===== config.mk =====
export PLATFORM = sky130hd
export DESIGN_NAME = gf180mcu_osu_sc_12t_tinv_bus_seq
export DESIGN_NICKNAME = d
export VERILOG_FILES = /design/src/rtl/gf180mcu_osu_sc_12t_tinv_bus_seq.sv
export SDC_FILE = /design/constraint.sdc
export NUM_CORES = 1
export LEC_CHECK = 0
export ABC_AREA = 1
export CAP_MARGIN = 20
export CORE_MARGIN = 3
export CORE_UTILIZATION = 53
export CTS_BUF_LIST = sky130_fd_sc_hd__clkbuf_4 sky130_fd_sc_hd__clkbuf_8
export DETAILED_ROUTE_END_ITERATION = 10
export GPL_ROUTABILITY_DRIVEN = 0
export PLACE_DENSITY = 0.89
export RECOVER_POWER = 100
export SLEW_MARGIN = 25
export SYNTH_ARGS = -nofsm -noshare
export SYNTH_HDL_FRONTEND = slang
export SYNTH_SLANG_ARGS = --single-unit

===== constraint.sdc =====
create_clock -name CLK -period 1.42 [get_ports CLK]
set_input_delay 0.426 -clock CLK [delete_from_list [all_inputs] [get_ports CLK]]
set_output_delay 0.426 -clock CLK [all_outputs]
set_load 0.03 [all_outputs]

===== src/rtl/gf180mcu_osu_sc_12t_tinv_bus_seq.sv =====
// gf180mcu_osu_sc_12t_tinv_bus_seq
//   Enable sequencer for a row of tinv cells sharing one tri-state bus net.
//   N requesters are arbitrated round-robin. The winner waits through a
//   break-before-make dead time before its EN/EN_BAR pair is asserted, so two
//   drivers can never fight on the net.
//
//   Optional feature macro: TINV_BUS_KEEPER_EN
//     defined   -> KEEP is a registered "nobody drives" flag for a bus keeper
//     undefined -> KEEP is tied low and no keeper logic exists
//
// Ports
//   CLK     in   rising-edge clock
//   RST     in   synchronous reset, active-high
//   REQ     in   [N-1:0]  per-driver request level, held for the whole transfer
//   EN      out  [N-1:0]  tinv enables, at most one bit high
//   EN_BAR  out  [N-1:0]  complement of EN, registered alongside it
//   OWNER   out  [OW-1:0] index of the granted / pending driver
//   BUSY    out  high while in DEAD or DRIVE
//   KEEP    out  bus-keeper enable
//
// Handshake: REQ[i] is a level. Raising it asks for the bus; the bus is held
// until the requester lowers REQ[i]. A low REQ[OWNER] sampled on any edge in
// DEAD or DRIVE releases ownership on that edge; there is no preemption.
//
// All outputs come straight from flops. EN is loaded from the next-state
// decode, so it rises one edge after the FSM enters DRIVE and falls on the
// same edge the release is sampled.

module gf180mcu_osu_sc_12t_tinv_bus_seq #(
    parameter int N           = 4,
    parameter int DEAD_CYCLES = 2,
    localparam int OW         = (N > 1) ? $clog2(N) : 1
) (
    input  logic          CLK,
    input  logic          RST,
    input  logic [N-1:0]  REQ,
    output logic [N-1:0]  EN,
    output logic [N-1:0]  EN_BAR,
    output logic [OW-1:0] OWNER,
    output logic          BUSY,
    output logic          KEEP
);

    localparam int CW = (DEAD_CYCLES > 0) ? (($clog2(DEAD_CYCLES + 1) > 1) ? $clog2(DEAD_CYCLES + 1) : 1) : 1;
    localparam logic [CW-1:0] CNT_INIT = CW'((DEAD_CYCLES > 0) ? DEAD_CYCLES - 1 : 0);

    typedef enum logic [1:0] {
        IDLE  = 2'd0,
        DEAD  = 2'd1,
        DRIVE = 2'd2
    } state_t;

    state_t         state_q, state_d;
    logic [CW-1:0]  cnt_q, cnt_d;
    logic [OW-1:0]  rr_q, rr_d;
    logic [OW-1:0]  owner_d;
    logic [N-1:0]   en_d;
    logic           win_found;
    logic [OW-1:0]  win_idx;
    logic [OW-1:0]  cand;

    // Modulo-N increment; N need not be a power of two.
    function automatic logic [OW-1:0] inc_mod(input logic [OW-1:0] v);
        if (int'(v) == N - 1) return '0;
        return v + 1'b1;
    endfunction

    // Round-robin search starting at rr_q. Scanning offsets from the far end
    // down lets the smallest offset overwrite the result, so it wins.
    always_comb begin
        win_found = 1'b0;
        win_idx   = '0;
        cand      = '0;
        for (int i = N - 1; i >= 0; i--) begin
            cand = OW'((int'(rr_q) + i) % N);
            if (REQ[cand]) begin
                win_found = 1'b1;
                win_idx   = cand;
            end
        end
    end

    always_comb begin
        state_d = state_q;
        cnt_d   = cnt_q;
        rr_d    = rr_q;
        owner_d = OWNER;
        en_d    = '0;
        case (state_q)
            IDLE: begin
                if (win_found) begin
                    owner_d = win_idx;
                    if (DEAD_CYCLES > 0) begin
                        cnt_d   = CNT_INIT;
                        state_d = DEAD;
                    end else begin
                        state_d = DRIVE;
                    end
                end
            end
            DEAD: begin
                if (!REQ[OWNER]) begin
                    // Abort: requester gave up before it ever drove.
                    state_d = IDLE;
                    rr_d    = inc_mod(OWNER);
                end else if (cnt_q == '0) begin
                    state_d = DRIVE;
                end else begin
                    cnt_d = cnt_q - 1'b1;
                end
            end
            DRIVE: begin
                if (!REQ[OWNER]) begin
                    state_d = IDLE;
                    rr_d    = inc_mod(OWNER);
                end else begin
                    en_d[OWNER] = 1'b1;
                end
            end
            default: state_d = IDLE;
        endcase
    end

    always_ff @(posedge CLK) begin
        if (RST) begin
            state_q <= IDLE;
            cnt_q   <= '0;
            rr_q    <= '0;
            OWNER   <= '0;
            EN      <= '0;
            EN_BAR  <= '1;
            BUSY    <= 1'b0;
        end else begin
            state_q <= state_d;
            cnt_q   <= cnt_d;
            rr_q    <= rr_d;
            OWNER   <= owner_d;
            EN      <= en_d;
            EN_BAR  <= ~en_d;
            BUSY    <= (state_d != IDLE);
        end
    end

`ifdef TINV_BUS_KEEPER_EN
    // Loaded from the same decode as EN so the keeper hands over on the
    // exact edge a driver turns on or off.
    always_ff @(posedge CLK) begin
        if (RST) KEEP <= 1'b1;
        else     KEEP <= (en_d == '0);
    end
`else
    assign KEEP = 1'b0;
`endif

endmodule

==> summary.md <==
| Metric | Value |
|---|---|
| Die area | about 2300 um^2 |
| Crit-path slowest cell | dfxtp_2 |
| Final setup vio count | 5 |
| Min Tclk post-route | ~1.5 ns |
| Grt met2 use | ~40% |
| ANT nets after route | 0 |
| Syn. warnings | 0 |
| Fmax | approximately 670 MHz |
| Worst-path cell chain | buf_12 -> inv_8 -> nand2_1 -> and2_4 -> nor2_2 -> nand2_4 -> nand2_2 -> nand2_1 -> nand2_1 -> a21oi_2 |
| Clk slew on worst S/H paths | roughly 0.090 ns |
| Routed WL per cell | between 10 and 15 um |
| Die X | between 40 and 50 um |
| Overall power | about 2900 uW |
| Max-capacitance violation count | 0 |
| Dominant synthesized flop cell | dfxtp_1 |
| Final hold vios | 0 |
| Synthesis-stage register bit count | 17 |
| Fillers | between 100 and 150 |
| H-tree Lvls | 1 |
| Die height | slightly below 50 um |
| Netlist cell types | 26 |
| Setup TNS | -0.208 ns |
| RSZ-0062 raised after global routing | yes |
| IO Pins | 18 |
| Clock skew | 0.00201 ns |
| DRT iter0 DRCs | 86 |
| Drt drc | 0 |
| Initial core utilization | between 50% and 60% |
| Most common cell in the netlist | nand2_1 |
| WP data arrival | around 1.7 ns |
| Worst path max stage delay | 0.34 ns |
| Most crowded layer after global routing | met2 |
| Clk Latency, worst-skew pair | around 0.3 ns |
| Failing checks | setup timing |
| Number of synthesized flops with an enable pin | 0 |
| Largest net degree at the start of global routing | 10 |
| Final WL | roughly 2700 um |
| Critical Path End Type | flop |
| Nets@finish | between 150 and 200 |
| Cell family with most CP delay | simple AND/OR/NAND/NOR gates |
| Post-Syn Area | ~950 um^2 |
| Layout Cells excl Fill | 182 |
| Hold Buf Count CTS | 0 |
| Syn_area_per_cell | ~7.2 um^2 |
| Most frequent cells after synthesis | nand2_1, inv_1, dfxtp_1 |
| Hold crit path type | reg -> reg |
| ANT cells | 0 |
| CP Class | reg -> reg |
| Synthesized Nets | about 140 |
| Met3 Use GR | about 7% |
| CTS sink count | 17 |
| Cell leakage power | ~0.00063 uW |
| Number of global-route vias before repair | 933 |
| Total routing usage reported by global routing | about a quarter |
| Cell taking the most area after synthesis | dfxtp_1 |
| Final Max Tran Viols | 0 |
| Status | finished, violations left |
| Total grt overflow | 0 |
| Startpoint type of the worst setup path | flop |
| Port Buf Inserts | 16 |
| Rel. slew slack | 60.7% |
| Final hold slack | approximately 0.47 ns |
| CTS tree | yes |
| Critical Path RT | 1.61 ns |
| Post-detail-place hpwl | ~1700 um |
| Most used cell, CP | nand2_1 |
| Drt pass-1 iters | 5 |
| Pre-CTS WS | -0.430 ns |
| Register area share after synthesis | between 30% and 40% |
| Maximum clock path buffer count | 2 |
| Area Growth Syn to Fin | 32.2% |
| Initial antenna violation count | 0 |
| Slew of the pin with the lowest slew margin | 0.587 ns |
| # rows | 14 |
| Synth area leaders | dfxtp_1, nand2_1, inv_1 |
| Proportion of layout cells with a drive suffix above 1 | between 30 and 40% |
| Root Driver | clkbuf_4 |
| Post-synth ARST share | 0% |
| Setup WS post-layout | -0.0766 ns |
| Global-route wire length before repair | slightly below 4000 um |
| WP buf/inv | 2 |
| Fin crit share | 105% |
| Cells after Synth | about 130 |
| Dpl cells | around 180 |
| Power per cell area | approximately 2300 nW/um^2 |
| Vias after detailed routing | 1033 |
| Max VDD drop | 1520 uV |
| Crit Path Max Fanout | 8 |
| GR Util met1 | between 20% and 30% |
| Core box area | roughly 1600 um^2 |
| Post-synth top area share | between 30 and 40% |
| Num CTS Buffers | 3 |
| Number of vias per cell | 5.68 |
## power breakdown
part	switching (uW)	leakage, uW	internal [uW]	total [uW]
Clock	151	0.0000184	129	280
Sequential	114	0.000140	595	709
Combinational	1210	0.000467	690	1900
## cell usage in the layout, fill, tap and decap left out, drive strengths merged
master         Yosys  final
nand2             45     45
inv               20     20
dfxtp             17     17
nor2              14     14
clkbuf             0     14
nand3             10     10
buf                2      9
a21oi              9      9
ha                 5      5
dlygate4sd2        0      4
o21ai              2      2
nor3               1      1
and2               1      1
and3               1      1
o22ai              1      1
or2                1      1
a211oi             1      1
o41ai              1      1
conb               1      1
clkdlybuf4s50      0      1
## worst min-delay path: cells and delay by family (launching register included)
family	cells	cell delay (ns)
compound gates	1	0.04
flops	1	0.33
simple gates	1	0.07
## metrics by stage
step	area [um^2]	utilization, %
after global placement	1190	74.5
after global routing	1250	78.6
after CTS	1240	78.0
final	1250	78.6
after detailed placement	1190	74.5
after floorplan	948	-
## state kept, by name (all words and copies together) (netlist names)
register  count
EN_BAR        4
cnt_q         2
state_q       2
BUSY          1
OWNER         2
EN            4
rr_q          2
## metal layers
layer  wire length, um  vias up
li1                  -      464
met1              1020      480
met2              1330       68
met3               241       21
met4               110        0
met5                 0        -
## cell families after synthesis
logic type | count (synthesis) | share of synthesized area (%)
and+or+nand+nor | 73 | 38.0
buffers and inverters | 22 | 10.4
DFF | 17 | 35.9
AOI/OAI and AO/OA | 14 | 8.59
adders and majority gates | 5 | 6.61
other | 1 | 0.396
## area by class of cell
class / instances / area, um^2 / area share [%]
Sequential cell: 17 / 344 / 27.5
Clock buffer: 4 / 30.0 / 2.40
Tap cell: 24 / 30.0 / 2.40
Multi-Input combinational cell: 93 / 591 / 47.2
Timing Repair Buffer: 24 / 175 / 14.0
Inverter: 20 / 82.6 / 6.59
## repair_timing
item                                    in CTS  in global routing
pin swaps                                    3                  7
buffers inserted                             0                  0
hold endpoints to repair                     0                  0
endpoints found under the setup margin      18                 18
resized for setup                           31                 26
## worst paths after layout
path	startpoint	end	slack (ns)	cells after the start
worst max-delay path	rr_q[0]$_SDFFE_PP0P_	OWNER[0]$_SDFFE_PP0P_	-0.08	10
worst min-delay path	cnt_q[1]$_SDFFE_PP0P_	cnt_q[1]$_SDFFE_PP0P_	0.47	2
worst max register to register	rr_q[0]$_SDFFE_PP0P_	OWNER[0]$_SDFFE_PP0P_	-0.08	10
worst min register to register	cnt_q[1]$_SDFFE_PP0P_	cnt_q[1]$_SDFFE_PP0P_	0.47	2
Note: power is estimated with default switching activity, not from simulation.
